`src/rtl/rgb2grey_axis_pipe.sv`:
```
// rgb2grey_axis_pipe: two-stage AXI4-Stream RGB to greyscale converter.
// The input stage forms the weighted sum or plain sum of R, G and B. The output stage
// rounds or divides that sum and replicates Y, or passes RGB through in bypass. Each
// beat carries its own latched mode. Line and frame statistics count output handshakes.
module rgb2grey_axis_pipe #(
  parameter int         COMP_W   = 8,
  parameter logic [1:0] MODE_RST = 2'd1,
  parameter int         LCNT_W   = 12,
  parameter int         FCNT_W   = 16
) (
  input  logic                aclk,
  input  logic                aresetn,
  input  logic [1:0]          cfg_mode,
  input  logic                s_axis_tvalid,
  input  logic [3*COMP_W-1:0] s_axis_tdata,
  output logic                s_axis_tready,
  input  logic                s_axis_tuser,
  input  logic                s_axis_tlast,
  output logic                m_axis_tvalid,
  output logic [3*COMP_W-1:0] m_axis_tdata,
  input  logic                m_axis_tready,
  output logic                m_axis_tuser,
  output logic                m_axis_tlast,
  output logic [1:0]          active_mode,
  output logic [FCNT_W-1:0]   frame_cnt,
  output logic [LCNT_W-1:0]   line_len
);

  localparam int DW = 3 * COMP_W;
  localparam int PW = COMP_W + 8;  // product / weighted-sum width

  typedef enum logic [1:0] {
    MODE_AVG = 2'd0,
    MODE_601 = 2'd1,
    MODE_709 = 2'd2,
    MODE_BYP = 2'd3
  } mode_e;

  // Mode register and the two pipeline stages
  mode_e             mode_q;
  logic              s1_valid_q, s1_user_q, s1_last_q;
  mode_e             s1_mode_q;
  logic [PW-1:0]     s1_sum_q, s1_sum_d;
  logic [DW-1:0]     s1_pix_q;
  logic              m_valid_q, m_user_q, m_last_q;
  mode_e             m_mode_q;
  logic [DW-1:0]     m_data_q, m_data_d;
  // Statistics
  logic [LCNT_W-1:0] lcnt_q, lcnt_d, lcnt_inc, line_len_q, line_len_d;
  logic [FCNT_W-1:0] frame_q, frame_d;
  mode_e             active_q, active_d;

  logic              en, out_hs;
  mode_e             beat_mode;
  logic [PW-1:0]     r, g, b;
  logic [COMP_W-1:0] y;

  // The whole pipeline advances together whenever the output slot is free or draining
  assign en            = !m_valid_q || m_axis_tready;
  assign out_hs        = m_valid_q && m_axis_tready;
  assign s_axis_tready = en;

  assign r = PW'(s_axis_tdata[DW-1 -: COMP_W]);
  assign g = PW'(s_axis_tdata[2*COMP_W-1 -: COMP_W]);
  assign b = PW'(s_axis_tdata[COMP_W-1:0]);

  // An SOF beat already uses the freshly requested mode; other beats use the latched one
  assign beat_mode = s_axis_tuser ? mode_e'(cfg_mode) : mode_q;

  // Stage 1 arithmetic: plain sum for averaging, weighted sum plus rounding constant for luma
  always_comb begin
    // NOTE: every combinational output gets a default first so no path infers a latch.
    s1_sum_d = '0;
    case (beat_mode)
      MODE_AVG: s1_sum_d = r + g + b;
      MODE_601: s1_sum_d = r * PW'(77) + g * PW'(150) + b * PW'(29) + PW'(128);
      MODE_709: s1_sum_d = r * PW'(54) + g * PW'(183) + b * PW'(19) + PW'(128);
      default:  s1_sum_d = '0;
    endcase
  end

  // Stage 2 arithmetic: divide or shift down to Y and replicate it, or pass RGB through
  always_comb begin
    y = '0;
    case (s1_mode_q)
      MODE_AVG: y = COMP_W'(s1_sum_q / PW'(3));
      MODE_601,
      MODE_709: y = s1_sum_q[PW-1:8];
      default:  y = '0;
    endcase
    m_data_d = (s1_mode_q == MODE_BYP) ? s1_pix_q : {3{y}};
  end

  // Mode register and both pipeline stages; all hold together while the output stalls
  always_ff @(posedge aclk or negedge aresetn) begin
    // NOTE: datapath registers are reset too so outputs read zero as soon as reset asserts.
    if (!aresetn) begin
      mode_q     <= mode_e'(MODE_RST);
      s1_valid_q <= 1'b0;
      s1_user_q  <= 1'b0;
      s1_last_q  <= 1'b0;
      s1_mode_q  <= mode_e'(MODE_RST);
      s1_sum_q   <= '0;
      s1_pix_q   <= '0;
      m_valid_q  <= 1'b0;
      m_user_q   <= 1'b0;
      m_last_q   <= 1'b0;
      m_mode_q   <= mode_e'(MODE_RST);
      m_data_q   <= '0;
    end else if (en) begin
      // NOTE: non-blocking assignments let every stage sample the previous stage's old value.
      if (s_axis_tvalid && s_axis_tuser) mode_q <= mode_e'(cfg_mode);
      s1_valid_q <= s_axis_tvalid;
      s1_user_q  <= s_axis_tuser;
      s1_last_q  <= s_axis_tlast;
      s1_mode_q  <= beat_mode;
      s1_sum_q   <= s1_sum_d;
      s1_pix_q   <= s_axis_tdata;
      m_valid_q  <= s1_valid_q;
      m_user_q   <= s1_user_q;
      m_last_q   <= s1_last_q;
      m_mode_q   <= s1_mode_q;
      m_data_q   <= m_data_d;
    end
  end

  assign lcnt_inc = (lcnt_q == '1) ? lcnt_q : lcnt_q + LCNT_W'(1);

  // Statistics next state, evaluated only on output handshakes
  always_comb begin
    lcnt_d     = lcnt_q;
    line_len_d = line_len_q;
    frame_d    = frame_q;
    active_d   = active_q;
    if (out_hs) begin
      if (m_user_q) begin
        frame_d  = frame_q + FCNT_W'(1);
        active_d = m_mode_q;
        if (m_last_q) begin
          line_len_d = LCNT_W'(1);
          lcnt_d     = '0;
        end else begin
          lcnt_d     = LCNT_W'(1);
        end
      end else if (m_last_q) begin
        line_len_d = lcnt_inc;
        lcnt_d     = '0;
      end else begin
        lcnt_d     = lcnt_inc;
      end
    end
  end

  // Statistics registers
  always_ff @(posedge aclk or negedge aresetn) begin
    if (!aresetn) begin
      lcnt_q     <= '0;
      line_len_q <= '0;
      frame_q    <= '0;
      active_q   <= mode_e'(MODE_RST);
    end else begin
      lcnt_q     <= lcnt_d;
      line_len_q <= line_len_d;
      frame_q    <= frame_d;
      active_q   <= active_d;
    end
  end

  assign m_axis_tvalid = m_valid_q;
  assign m_axis_tdata  = m_data_q;
  assign m_axis_tuser  = m_user_q;
  assign m_axis_tlast  = m_last_q;
  assign active_mode   = active_q;
  assign frame_cnt     = frame_q;
  assign line_len      = line_len_q;

endmodule

```
`config.mk`:
```
export PLATFORM = sky130hd
export DESIGN_NAME = rgb2grey_axis_pipe
export DESIGN_NICKNAME = d
export VERILOG_FILES = /design/src/rtl/rgb2grey_axis_pipe.sv
export SDC_FILE = /design/constraint.sdc
export NUM_CORES = 1
export LEC_CHECK = 0
export CORE_ASPECT_RATIO = 1.25
export CORE_MARGIN = 5
export CORE_UTILIZATION = 50
export DETAILED_ROUTE_END_ITERATION = 6
export PLACE_DENSITY_LB_ADDON = 0.3
export SYNTH_ARGS = -nofsm -noshare
export SYNTH_HDL_FRONTEND = slang
export SYNTH_SLANG_ARGS = --single-unit
```
`constraint.sdc`:
```
create_clock -name aclk -period 5.7 [get_ports aclk]
set_input_delay 0.855 -clock aclk [delete_from_list [all_inputs] [get_ports aclk]]
set_output_delay 0.855 -clock aclk [all_outputs]
set_load 0.01 [all_outputs]
```
Word-level counts from Yosys, hierarchy flattened:

Index checks and enable logic that the tools add are counted.

* add/subtract/negate cells: 10
* $mul: 6
* muxes and demuxes: 11
* div/mod/pow operators: 1
* reduce and logical (&&, ||, !) cells: 10
* equality and inequality tests: 6

Operators by type and width (number)
* 2-to-1 mux 12 bit: 6
* case mux 16 bit (3 select lines): 1
* multiplier 8 x 5 -> 13 bit, second input constant: 3
* adder 16 x 13 -> 16 bit: 2
* adder 16 x 8 -> 16 bit, second input constant: 2
* multiplier 8 x 7 -> 15 bit, second input constant: 2
* 2-to-1 mux 24 bit: 1
* adder 14 x 16 -> 16 bit: 1
* adder 15 x 16 -> 16 bit: 1
* adder 16 x 1 -> 16 bit, second input constant: 1
* divider 16 x 2 -> 16 bit, second input constant: 1
* multiplier 8 x 8 -> 16 bit, second input constant: 1
* case mux 8 bit (2 select lines): 1
* adder 12 x 1 -> 12 bit, second input constant: 1
* equality test 12 bit, second input constant: 1
* adder 9 x 8 -> 10 bit: 1
* adder 8 x 8 -> 9 bit: 1
* equality test 2 bit, second input constant: 3
* AND reduction 2 bit: 3
* equality test 2 x 1 -> 1 bit, second input constant: 2
* zero test 2 bit: 2
* logical AND 1 bit: 2
* 2-to-1 mux 2 bit: 1
* OR reduction 2 bit: 1
* 3 further kinds: 3

* register bits after elaboration: 118

Depth between registers and ports, before layout:

Gate-level depths: netlist of the first run.

* depth in word-level cells: 5
* gate-level depth with buffers: 29
* mapped depth without buffers: 29

Worst setup path after synthesis of the first run:

OpenSTA, ideal clock, no wires.

* path kind: input -> register
* start point: in s_axis_tdata[17]
* end point: reg s1_sum_q[15]
* buffers on the path: 0
* arrival: 7.325 ns
* cell stages on the path: 29
* setup slack: -1.763 ns
* setup time: 0.138 ns
* cells stage by stage: ha_1 > inv_1 > fa_1 > fa_1 > inv_1 > ha_1 > inv_1 > o21ai_0 > xor2_1 > fa_1 > ha_1 > inv_1 > fa_1 > fa_1 > inv_1 > fa_1 > fa_1 > ha_1 > inv_1 > o21bai_1 > a21oi_1 > o21bai_1 > a21oi_1 > o21bai_1 > a21oi_1 > o21ai_0 > xnor2_1 > a21oi_1 > a22oi_1

* cells in the longest elaborated chain, start to end: 5
* elaborated cells on any way between the ends: 9

Ends and longest elaborated chain
* start, declared: RTL line 15 `input logic [3*COMP_W-1:0] s_axis_tdata,`
* multiplier 8 x 5 -> 13 bit or multiplier 8 x 7 -> 15 bit (tied branches): RTL line 77, 76
* adder 14 x 16 -> 16 bit or adder 15 x 16 -> 16 bit (tied branches): RTL line 77, 76
* adder 16 x 13 -> 16 bit (on tied branches): RTL line 77, 76
* adder 16 x 8 -> 16 bit (on tied branches): RTL line 77, 76
* case mux 16 bit (3 select lines) (*): RTL line 74 `case (beat_mode)`
* end signal, assigned: RTL line 117 `s1_sum_q <= s1_sum_d;`
* end, declared: RTL line 43 `logic [PW-1:0] s1_sum_q, s1_sum_d;`

Mark *: on every way between the ends. The rest lies on a longest branch, timed or not.
A chain may end at the register's enable or synchronous reset.

Final worst setup path of the first run:

* start point: in s_axis_tdata[18]
* end point: reg s1_sum_q[14]

Same word-level chain as after synthesis.

==> reports/results.ini, run 1 <==
[outcome]
status=finished, violations left
violations=setup timing

[place]
dp.cells=2009
place_ws_ns=-2.33
dp_hpwl_mm=28.8
port_buffers=89
place_congestion=0.906

[cells_and_area]
antennaDiodeCount=0
drive_gt1_share_pct=18.3
nets=2059
final_cell_count_no_fill=2058
syn_to_final_growth_pct=26.1

[die]
die_y_um=195
die_area_um2=30800
initial_core_util_pct=50.8
die_w_um=158
core_area_um2=26900
rows=67
io_pins=90

[synthesis]
syn-mean-instance-area_um2=9.15
synth_enable_flop_cells=0
synth_largest_area_cell=dfrtp_1
synthCells=1494
yosysWarnings=0
synth_top_area_share_pct=20.9
synth_common_cells=inv_1, ha_1, nand2_1
ys_ff_latch=118
async_flop_share_pct=100
yosysSeqAreaShare_pct=21.6
synth_area_leaders=dfrtp_1, fa_1, ha_1, inv_1, nand2_1
yosysMostFrequentCell=inv_1
yosysUniqueCellTypes=86
syn_area_um2=13700
syn-num-nets=1853
synth_flop_cell=dfrtp_1

[cts]
cts.clk_slew.worst_paths_ns=0.06
cts-buffers-inserted=17
cts_hold_buffers=0
cts_tree=yes
clkLatencyLatePin_ns=0.42
clock_path_buffers=2
cts.sinks=118
cts-root-buf=clkbuf_16
h-tree-depth=4

[job]
drv_cap=0

[sta]
final-setup-viol-count=11
worst_slew_pin_slew_ns=1.11
clock.fmax_ghz=0.142
slew_headroom_pct=23.8
layout_setup_ws_ns=-1.32
finClkSkew_ns=0.0176
rsz0062_at_grt=yes
hold_viol=0
drv_slew=0
period_share_pct=123
fin_crit_ns=7.02

[grt]
grt_overflow=0
grt_max_degree=79
antenna_found_initial=1
track_usage_pct=23.5
grt_pass1_vias=11544
grt_pass1_wl_mm=58.0

[routing]
wl_per_cell_um=17.9
num_vias=11400
routed_wl_mm=36.9
drcViolationCount=0
ant_nets=0
drtIter0Drc=690
routed_via_density=5.54
dr.pass1.iters=7

[setup_path]
crit_fanout=2
worstPathArrival_ns=7.30
crit_type=input port to flip-flop
endpoint_kind=flip-flop
crit_top_cell=fa_1
critPathMaxStageDelay_ns=0.54
cp.required_ns=5.98
r2r_cells=17
startpoint_type=input port
slowest_stage=fa_1

[min_path]
holdCritPathClass=flip-flop to flip-flop
holdPathStages=1

-- worst max-delay path, delay by kind of cell --
kind | cells | cell delay (ns)
AO/OA/AOI/OAI | 8 | 0.97
XOR/XNOR | 2 | 0.34
adder cells (fa/ha/maj) | 11 | 4.60
buffers and inverters | 7 | 0.52
-- metal layers --
metal | share of wire, % | vias to the layer above | track usage, %
met5 | 0 | - | 0
met4 | 4.3 | 0 | 9.50
met3 | 4.6 | 90 | 2.42
met2 | 52 | 333 | 41.1
met1 | 39 | 5577 | 29.5
li1 | - | 5400 | -
-- final timing paths --
path	start	to	slack [ns]
setup / recovery	s_axis_tdata[18]	s1_sum_q[14]	-1.32
max in group asynchronous	aresetn	s1_pix_q[10]	3.98
hold / removal	s1_valid_q	m_axis_tvalid	0.46
setup reg to reg	s1_sum_q[12]	m_axis_tdata[9]	0.52
min in group asynchronous	aresetn	m_axis_tdata[16]	0.56
hold reg to reg	s1_valid_q	m_axis_tvalid	0.46
-- final cells by class --
class / count / area (um2)
multi-input combinational: 1077 / 10300
fill: 2115 / 9670
sequential: 118 / 2960
timing repair buffer: 237 / 2060
inverter: 249 / 940
clock buffer: 21 / 440
tap: 345 / 432
clock inverter: 11 / 151
-- cells by family after synthesis --
| kind of cell | Yosys count | synth area share, % |
|---|---|---|
| AND/OR/NAND/NOR | 364 | 12.5 |
| adder cells (fa/ha/maj) | 327 | 37.1 |
| multiplexers | 18 | 1.43 |
| AO/OA/AOI/OAI | 294 | 14.1 |
| flip-flops | 118 | 21.6 |
| buffers and inverters | 299 | 8.33 |
| XOR/XNOR | 74 | 4.84 |
-- layout by cell type, fill, tap and decap left out, drive strengths merged, types with 51 or more instances in the layout --
cell type      count
ha               196
buf              153
dfrtp            114
fa               131
nand2            152
nor2              93
inv              249
clkdlybuf4s50     80
o21ai             77
a21oi             90
xnor2             51
-- registers in the layout, summed over array words and instances, names as in the netlist --
| name | count |
|---|---|
| frame_cnt | 16 |
| m_axis_tdata | 24 |
| lcnt_q | 12 |
| s1_valid_q | 1 |
| s1_mode_q | 2 |
| s1_last_q | 1 |
| mode_q | 2 |
| s1_user_q | 1 |
| s1_pix_q | 24 |
| m_axis_tvalid | 1 |
| m_axis_tuser | 1 |
| active_mode | 2 |
| s1_sum_q | 16 |
| m_mode_q | 2 |
| m_axis_tlast | 1 |
| line_len | 12 |
-- repair_timing --
| action | 4_1_cts | 5_1_grt |
|---|---|---|
| pin swaps | 46 | 69 |
| cloned | 0 | 0 |
| buffers inserted | 14 | 6 |
| gates resized for setup | 64 | 73 |
| endpoints found under the setup margin | 12 | 12 |
-- metrics by stage --
| stage | util, % | cell area (um2) | setup TNS (ns) | hold slack (ns) |
|---|---|---|---|---|
| final | 64.1 | 17200 | -11.03 | 0.455 |
| after detailed placement | 59.1 | 15900 | -22.11 | 0.456 |
| after global routing | 64.1 | 17200 | -13.10 | 0.482 |
| after global placement | 59.1 | 15900 | -20.89 | 0.449 |
| after floorplan | - | 13800 | -8.92 | 0.430 |
| after CTS | 62.5 | 16800 | -12.43 | 0.457 |
Power of run 1 is not shown: default switching activity piles up to over one toggle a cycle in this logic, so the estimate is an artifact.
==> inputs of run 2 (changes only) <==
--- a/config.mk
+++ b/config.mk
@@ -8,8 +8,9 @@
 export CORE_ASPECT_RATIO = 1.25
 export CORE_MARGIN = 5
 export CORE_UTILIZATION = 50
+export CTS_BUF_LIST = sky130_fd_sc_hd__clkbuf_4 sky130_fd_sc_hd__clkbuf_8
 export DETAILED_ROUTE_END_ITERATION = 6
-export PLACE_DENSITY_LB_ADDON = 0.3
+export PLACE_DENSITY = 0.69
 export SYNTH_ARGS = -nofsm -noshare
 export SYNTH_HDL_FRONTEND = slang
 export SYNTH_SLANG_ARGS = --single-unit
==> reports/results.ini, run 2 (same netlist as run 1, synthesis figures left out) <==
[outcome]
status=finished, violations left  ; unchanged
violations=setup timing  ; unchanged

[sta]
fin_setup_tns_ns=-10.61  ; was -11.03 ns
final-setup-viol-count=11  ; unchanged
drv_slew=0  ; unchanged
hold_viol=0  ; unchanged
rsz0062_at_grt=yes  ; unchanged
layout_setup_ws_ns=-1.42  ; was -1.32 ns
fin_crit_ns=7.12  ; was 7.02 ns
slew_headroom_pct=44.4  ; was 23.8%
finClkSkew_ns=0.0123  ; was 0.0176 ns
worst_slew_pin_slew_ns=0.831  ; was 1.11 ns
period_share_pct=125  ; was 123%
clock.fmax_ghz=0.141  ; was 0.142 GHz

[setup_path]
crit_type=input port to flip-flop  ; unchanged
r2r_start=s1_sum_q[12]  ; unchanged
cp_top_family=adder cells  ; unchanged
crit_fanout=3  ; was 2
critPathMaxStageDelay_ns=0.54  ; about the same
endpoint_kind=flip-flop  ; unchanged
cp.required_ns=6.04  ; was 5.98 ns
regToRegSetupSlack_ns=0.50  ; was 0.52 ns
path_buf_inv=7  ; unchanged
startpoint_type=input port  ; unchanged
worst_r2r_endpoint=m_axis_tdata[1]  ; was m_axis_tdata[9]
slowest_stage=fa_1  ; unchanged
worstPathArrival_ns=7.46  ; was 7.30 ns
r2r_cells=17  ; unchanged
crit_top_cell=fa_1  ; unchanged

[routing]
drtIter0Drc=587  ; was 690
ant_nets=0  ; unchanged
dr.pass1.iters=5  ; was 7
drcViolationCount=0  ; unchanged
routed_wl_mm=35.2  ; was 36.9 mm
routed_via_density=5.43  ; was 5.54
wl_per_cell_um=17.2  ; was 17.9 um
num_vias=11100  ; was 11400

[grt]
grt_use_met3_pct=2.11  ; was 2.42%
grt_max_degree=79  ; unchanged
grt_overflow=0  ; unchanged
antenna_found_initial=1  ; unchanged
grt_pass1_vias=11401  ; was 11544
met1_usage_pct=29.8  ; was 29.5%
grtUsageMet2_pct=41.8  ; was 41.1%
grt-busiest-layer=met2  ; unchanged
grt_pass1_wl_mm=57.7  ; was 58.0 mm
track_usage_pct=23.4  ; was 23.5%

[cts]
cts_hold_buffers=0  ; unchanged
cts_tree=yes  ; unchanged
h-tree-depth=4  ; unchanged
clock_path_buffers=2  ; unchanged
cts.sinks=118  ; unchanged
clkLatencyLatePin_ns=0.42  ; about the same
cts.clk_slew.worst_paths_ns=0.08  ; was 0.06 ns
cts-root-buf=clkbuf_8  ; was clkbuf_16
cts-buffers-inserted=17  ; unchanged

[place]
place_congestion=0.922  ; was 0.906
dp_hpwl_mm=28.7  ; was 28.8 mm
port_buffers=89  ; unchanged

[cells_and_area]
nets=2045  ; was 2059
antennaDiodeCount=0  ; unchanged
drive_gt1_share_pct=17.3  ; was 18.3%
layout_common_cells=inv_1, ha_1, nand2_1  ; unchanged
mostFrequentLayoutCell=inv_1  ; unchanged
syn_to_final_growth_pct=23.3  ; was 26.1%
n_fill_cell=2241  ; was 2115

[die]
die_area_um2=30800  ; unchanged
initial_core_util_pct=50.8  ; unchanged
die_y_um=195  ; unchanged
rows=67  ; unchanged
core_area_um2=26900  ; unchanged
die_w_um=158  ; unchanged
io_pins=90  ; unchanged

[min_path]
holdPathStages=2  ; was 1
hp-start=s1_pix_q[0]  ; was s1_valid_q
holdCritPathClass=flip-flop to flip-flop  ; unchanged
hold_end=s1_pix_q[0]  ; was m_axis_tvalid

[job]
drv_cap=0  ; unchanged

[run 2: cell types whose count changed in the layout (fill, tap and decap cells not counted), moves of 3 or more]
cell           delta
a21oi_1           +3
clkbuf_16        -17
clkinvlp_4        +3
clkbuf_8         +19
a21oi_2           -4
clkbuf_1          -4
buf_4            -11
dlygate4sd2_1     +3
[run 2: how the worst max path moves through the flow]
stage / startpoint / to / slack (ns) / cells after the start
5_1_grt: s_axis_tdata[18] / s1_sum_q[15] / -1.66 / 30
2_1_floorplan: s_axis_tdata[18] / s1_sum_q[15] / -1.29 / 29
3_3_place_gp: s_axis_tdata[18] / s1_sum_q[15] / -2.21 / 31
3_5_place_dp: s_axis_tdata[18] / s1_sum_q[15] / -2.37 / 31
6_report: s_axis_tdata[18] / s1_sum_q[15] / -1.42 / 30
4_1_cts: s_axis_tdata[18] / s1_sum_q[15] / -1.46 / 30
[run 2: tightest hold or removal path, delay by kind of cell (launching register included)]
family,cells,cell delay (ns)
flops,1,0.34
simple gates,2,0.10
[run 2: metrics by stage]
step,hold WS (ns),setup WS [ns],utilization [%],instances,area (um2)
after floorplan,0.430,-1.29,-,1494,13800
after global placement,0.448,-2.21,59.0,2007,15900
after detailed placement,0.456,-2.37,59.0,2007,15900
after CTS,0.473,-1.46,62.0,2041,16700
after global routing,0.488,-1.66,62.6,2043,16900
final,0.470,-1.42,62.6,2043,16900
[run 2: area by class of cell]
type / instances / area (um2) / area share (%)
Tap cell: 345 / 432 / 2.56
Sequential cell: 118 / 2960 / 17.6
Inverter: 249 / 937 / 5.56
Clock buffer: 20 / 269 / 1.60
Multi-Input combinational cell: 1077 / 10200 / 60.5
Clock inverter: 11 / 126 / 0.750
Timing Repair Buffer: 223 / 1930 / 11.4
[run 2: timing repair]
action / CTS / global route
resized for setup: 93 / 28
endpoints found under the setup margin: 12 / 12
pin swaps: 71 / 45
buffers inserted: 6 / 5
[run 2: routing by layer]
metal	share of wire [%]	up-vias
li1	-	5363
met1	42	5410
met2	52	269
met3	3.5	58
met4	3.0	0
met5	0	-
Power of run 2 is left out for the same reason.
